## src/rtl/rf_wb_scheduler.sv

```systemverilog
// Write-back scheduler for the RV32I register file. It arbitrates the single
// write port between the ALU and load paths and keeps the busy scoreboard used for issue stalls.
module rf_wb_scheduler #(
    parameter int XLEN = 32,
    parameter int NREG = 32
) (
    input  logic            clk,
    input  logic            rst,
    input  logic            iss_valid,
    input  logic [4:0]      iss_rd,
    input  logic [4:0]      iss_rs1,
    input  logic [4:0]      iss_rs2,
    output logic            iss_stall,
    input  logic            alu_valid,
    input  logic [4:0]      alu_rd,
    input  logic [XLEN-1:0] alu_data,
    output logic            alu_ready,
    input  logic            ld_valid,
    input  logic [4:0]      ld_rd,
    input  logic [XLEN-1:0] ld_data,
    output logic            ld_ready,
    output logic            rf_en,
    output logic [4:0]      rf_rd,
    output logic [XLEN-1:0] rf_write,
    output logic [NREG-1:0] busy
);

    // alu_prio_q=1 means the ALU wins the next contended cycle.
    logic            alu_prio_q, alu_prio_d;
    logic            rf_en_q, rf_en_d;
    logic [4:0]      rf_rd_q, rf_rd_d;
    logic [XLEN-1:0] rf_write_q, rf_write_d;
    logic [NREG-1:0] busy_q, busy_d;

    logic            grant_alu, grant_ld, xfer, iss_fire, stall;
    logic [4:0]      win_rd;
    logic [XLEN-1:0] win_data;

    always_comb begin
        grant_alu = alu_valid && (!ld_valid || alu_prio_q);
        grant_ld  = ld_valid && !grant_alu;
        xfer      = grant_alu || grant_ld;
        win_rd    = grant_alu ? alu_rd : ld_rd;
        win_data  = grant_alu ? alu_data : ld_data;
        // Registered busy only: a writeback this cycle releases the stall next cycle.
        stall     = iss_valid && (busy_q[iss_rs1] || busy_q[iss_rs2] || busy_q[iss_rd]);
        iss_fire  = iss_valid && !stall && (iss_rd != 5'd0);
    end

    always_comb begin
        alu_prio_d = alu_prio_q;
        rf_en_d    = 1'b0;
        rf_rd_d    = rf_rd_q;
        rf_write_d = rf_write_q;
        busy_d     = busy_q;

        if (alu_valid && ld_valid) begin
            alu_prio_d = !grant_alu;
        end

        if (xfer && (win_rd != 5'd0)) begin
            rf_en_d    = 1'b1;
            rf_rd_d    = win_rd;
            rf_write_d = win_data;
        end

        // Clear first so a coincident set on the same register wins.
        for (int i = 1; i < NREG; i++) begin
            if (xfer && (win_rd == i[4:0])) begin
                busy_d[i] = 1'b0;
            end
            if (iss_fire && (iss_rd == i[4:0])) begin
                busy_d[i] = 1'b1;
            end
        end
        busy_d[0] = 1'b0;
    end

    always_ff @(posedge clk or posedge rst) begin
        if (rst) begin
            alu_prio_q <= 1'b1;
            rf_en_q    <= 1'b0;
            rf_rd_q    <= 5'd0;
            rf_write_q <= '0;
            busy_q     <= '0;
        end else begin
            alu_prio_q <= alu_prio_d;
            rf_en_q    <= rf_en_d;
            rf_rd_q    <= rf_rd_d;
            rf_write_q <= rf_write_d;
            busy_q     <= busy_d;
        end
    end

    assign alu_ready = grant_alu;
    assign ld_ready  = grant_ld;
    assign iss_stall = stall;
    assign rf_en     = rf_en_q;
    assign rf_rd     = rf_rd_q;
    assign rf_write  = rf_write_q;
    assign busy      = busy_q;

endmodule
```

## config.mk

```make
export PLATFORM = sky130hd
export DESIGN_NAME = rf_wb_scheduler
export DESIGN_NICKNAME = d
export VERILOG_FILES = /design/src/rtl/rf_wb_scheduler.sv
export SDC_FILE = /design/constraint.sdc
export NUM_CORES = 1
export LEC_CHECK = 0
export BUFFER_PORTS_ARGS = -buffer_cell sky130_fd_sc_hd__buf_2
export CAP_MARGIN = 15
export CORE_UTILIZATION = 40
export DETAILED_ROUTE_END_ITERATION = 8
export GPL_ROUTABILITY_DRIVEN = 0
export PLACE_DENSITY_LB_ADDON = 0.1
export RECOVER_POWER = 50
export SLEW_MARGIN = 40
export SYNTH_ARGS = -nofsm -noshare
export SYNTH_HDL_FRONTEND = slang
export SYNTH_SLANG_ARGS = --single-unit
```

## constraint.sdc

```tcl
create_clock -name clk -period 2.61 [get_ports clk]
set_input_delay 0 -clock clk [delete_from_list [all_inputs] [get_ports clk]]
set_output_delay 0 -clock clk [all_outputs]
set_load 0.005 [all_outputs]
```

==> impl_metrics.toml <==
[floorplanning]
ioPinCount = 167
dieWidth_um = 107
core-area_um2 = 10800
rows = 38
dieArea_um2 = 11500
initial_core_util = 0.411
die_y_um = 107

[synthesis]
synthTopCellsByArea = "dfrtp_1 (39%), mux2_2 (11%), nand2_1 (9.7%), mux4_2 (7.1%), o21ai_0 (4.5%)"
synthArstFlopShare = 1.00
synth_area_per_cell_um2 = 9.37
synth_edf_count = 0
synth-compound-area-share = 0.144
ys.flop_type = "dfrtp_1"
synth_top_cell_by_area = "dfrtp_1"
synthXorXnorAreaFrac = 0.00198
syn_nets = 567
ys_seq_elements = 70
synth_cell_type_count = 49
netlist_area_um2 = 4430
synthAdderAreaFrac = 0
yosys_warnings = 0
synth.top_cell.area_share = 0.390
ys_seq_area_frac = 0.396
synthMuxAreaShare = 0.216
synth-simple-area-share = 0.193
synthCells = 473
synth_top_family_by_area = "multiplexers"

[route]
via_count = 4726
drc = 0
wl_um = 14700
firstDrtPassIters = 5
postRouteAntennaNets = 0
drt_iter0_markers = 289
wire_per_inst_um = 17.2
routed_via_density = 5.53

[power]
powerDensity_nw_per_um2 = 692
leakagePower_nw = 3.02
ir_drop_mv = 0.350

[worst_hold_path]
hp-class = "input pin to flip-flop"
whs_path_depth = 4

[sta]
slew_viol_final = 0
grt_setup_unrepaired = "yes"
final.setup.worst_slack_ns = -0.0502
setup_viol = 1
period_share = 1.02
finalCriticalPeriod_ns = 2.66
fin_skew_ns = 0.00892
tightest_slew_ns = 1.32
hold_violations = 0
fmax_ghz = 0.376
relSlewSlack = 0.120

[setup_path]
worstPathArrival_ns = 2.66
rrSetupSlack_ns = 0.06
end_kind = "output pin"
critPathLaunchType = "flip-flop"
crit_type = "flip-flop to output pin"
r2r_cells = 7
cp_max_fo = 5
required_ns = 2.61

[clocking]
cts_buffers = 9
tritoncts = "yes"
clk-insertion-delay-late_ns = 0.35
clockBufferDepth = 2
h-tree-depth = 3
clock-sinks = 70
cts-root-buf = "clkbuf_8"
clkTransAtPathRegs_ns = 0.07

[status]
violations = "setup timing"
outcome = "finished, violations left"

[grt]
grt_pass1_vias = 4702
gr-total-overflow = 0
grt_max_degree = 43
grtUsageTotal = 0.267
antenna_found_initial = 0
grt_pass1_wl_um = 23700

[finish]
final_cells = 855
antenna_cells = 0
area_growth_syn_to_layout_pct = 45.1
nets = 805
fill_cells = 943
drive_gt1_frac = 0.361

[place]
placed_cells = 769
io_buffers = 165
place.detailed.hpwl_um = 10200
dp_slack_ns = 0.183

[flow_run]
cap_violations = 0
[state kept, by name, indices dropped and copies added (netlist names)]
signal / cells
rf_write: 32
busy: 31
rf_rd: 5
alu_prio_q: 1
rf_en: 1
[final cells by class]
type                       count  area, um2  share of cell area
clock buffer                  15        186              0.0290
inverter                      12       45.0             0.00701
multi-input combinational    356       2520               0.392
sequential                    70       1760               0.274
tap                          140        175              0.0272
timing repair buffer         262       1750               0.272
[placed cells by master (no fill, tap or decap), types with 5 or more instances in the layout]
| master | Yosys | layout |
|---|---|---|
| o31ai_1 | 19 | 19 |
| nor2b_1 | 8 | 7 |
| nand3_1 | 12 | 12 |
| inv_1 | 11 | 11 |
| mux4_2 | 14 | 14 |
| o41ai_2 | 2 | 5 |
| dfrtp_1 | 69 | 64 |
| dfrtp_2 | 0 | 5 |
| mux2_2 | 45 | 45 |
| clkbuf_8 | 0 | 13 |
| nand2_1 | 115 | 115 |
| nor2_1 | 12 | 12 |
| buf_4 | 1 | 27 |
| clkbuf_1 | 19 | 31 |
| nand2b_1 | 8 | 8 |
| o21ai_0 | 40 | 40 |
| dlygate4sd3_1 | 0 | 66 |
| nand4_1 | 9 | 9 |
| mux2i_1 | 12 | 10 |
| buf_2 | 9 | 136 |
[logic make-up after synthesis]
family                 count (synthesis)
AND/OR/NAND/NOR                      187
other                                  1
XOR/XNOR                               1
multiplexers                          72
flip-flops                            70
AO/OA/AOI/OAI                         95
buffers and inverters                 47
[worst max-delay path, cell delays in order (launching register included)]
cell	delay, ns
dfrtp_1	0.44
mux4_2	0.49
mux2i_2	0.18
nor3_1	0.07
or4_4	0.55
buf_12	0.15
o31a_1	0.31
buf_2	0.13
[synth_stat cells, types with 2 or more instances]
| master | number |
|---|---|
| nand2_1 | 115 |
| dfrtp_1 | 69 |
| mux2_2 | 45 |
| o21ai_0 | 40 |
| clkbuf_1 | 19 |
| o31ai_1 | 19 |
| mux4_2 | 14 |
| mux2i_1 | 12 |
| nand3_1 | 12 |
| nor2_1 | 12 |
| inv_1 | 11 |
| buf_2 | 9 |
| nand4_1 | 9 |
| nand2b_1 | 8 |
| nor2b_1 | 8 |
| o41ai_1 | 5 |
| a22oi_1 | 4 |
| a31oi_1 | 4 |
| nor3_1 | 4 |
| o2111ai_1 | 4 |
| o22ai_1 | 4 |
| or4_1 | 4 |
| buf_1 | 3 |
| buf_6 | 3 |
| nand4b_1 | 3 |
| nor3b_1 | 3 |
| a211oi_1 | 2 |
| a21oi_1 | 2 |
| a221oi_1 | 2 |
| and3_1 | 2 |
| nand3b_1 | 2 |
| o41ai_2 | 2 |
| or3_1 | 2 |
[metrics by stage]
stage          cell area (um2)  TNS, ns  hold slack (ns)   util  total power [mW]
2_1_floorplan             4430        0           0.0896      -              2.58
3_3_place_gp              5500        0            0.171  0.510              3.33
3_5_place_dp              5500        0            0.177  0.510              3.37
4_1_cts                   6420  -0.0629          0.00361  0.595              4.45
5_1_grt                   6430   -0.130           0.0166  0.596              4.74
6_report                  6430  -0.0502           0.0220  0.596              4.45
[final timing paths]
check | startpoint | end
setup / recovery | busy[10]$_DFFE_PP0P_ | iss_stall
hold / removal | ld_data[1] | rf_write[1]$_DFFE_PP0P_
setup reg to reg | busy[10]$_DFFE_PP0P_ | busy[18]$_DFFE_PP0P_
hold reg to reg | rf_write[19]$_DFFE_PP0P_ | rf_write[19]$_DFFE_PP0P_
max in group asynchronous | rst | busy[23]$_DFFE_PP0P_
min in group asynchronous | rst | rf_write[25]$_DFFE_PP0P_
[what timing repair did]
action / 4_1_cts / 5_1_grt
hold buffers: 66 / 0
hold endpoints to repair: 65 / 0
cloned: 1 / 0
buffers inserted: 4 / 0
endpoints found under the setup margin: 1 / 6
resized for setup: 2 / 10
[per-layer routing]
layer	routed length [um]	share of wire	track usage
met1	5990	0.41	0.343
met2	7140	0.49	0.438
met3	1220	0.083	0.0468
met4	328	0.022	0.117
met5	0	0	0
[where the power goes]
| part | switching, mW | total (mW) | internal [mW] | leakage (nW) |
|---|---|---|---|---|
| Sequential | 0.284 | 1.68 | 1.40 | 0.863 |
| Combinational | 0.893 | 1.93 | 1.04 | 2.06 |
| Clock | 0.391 | 0.836 | 0.445 | 0.0958 |
(Power assumes the default switching activity.)
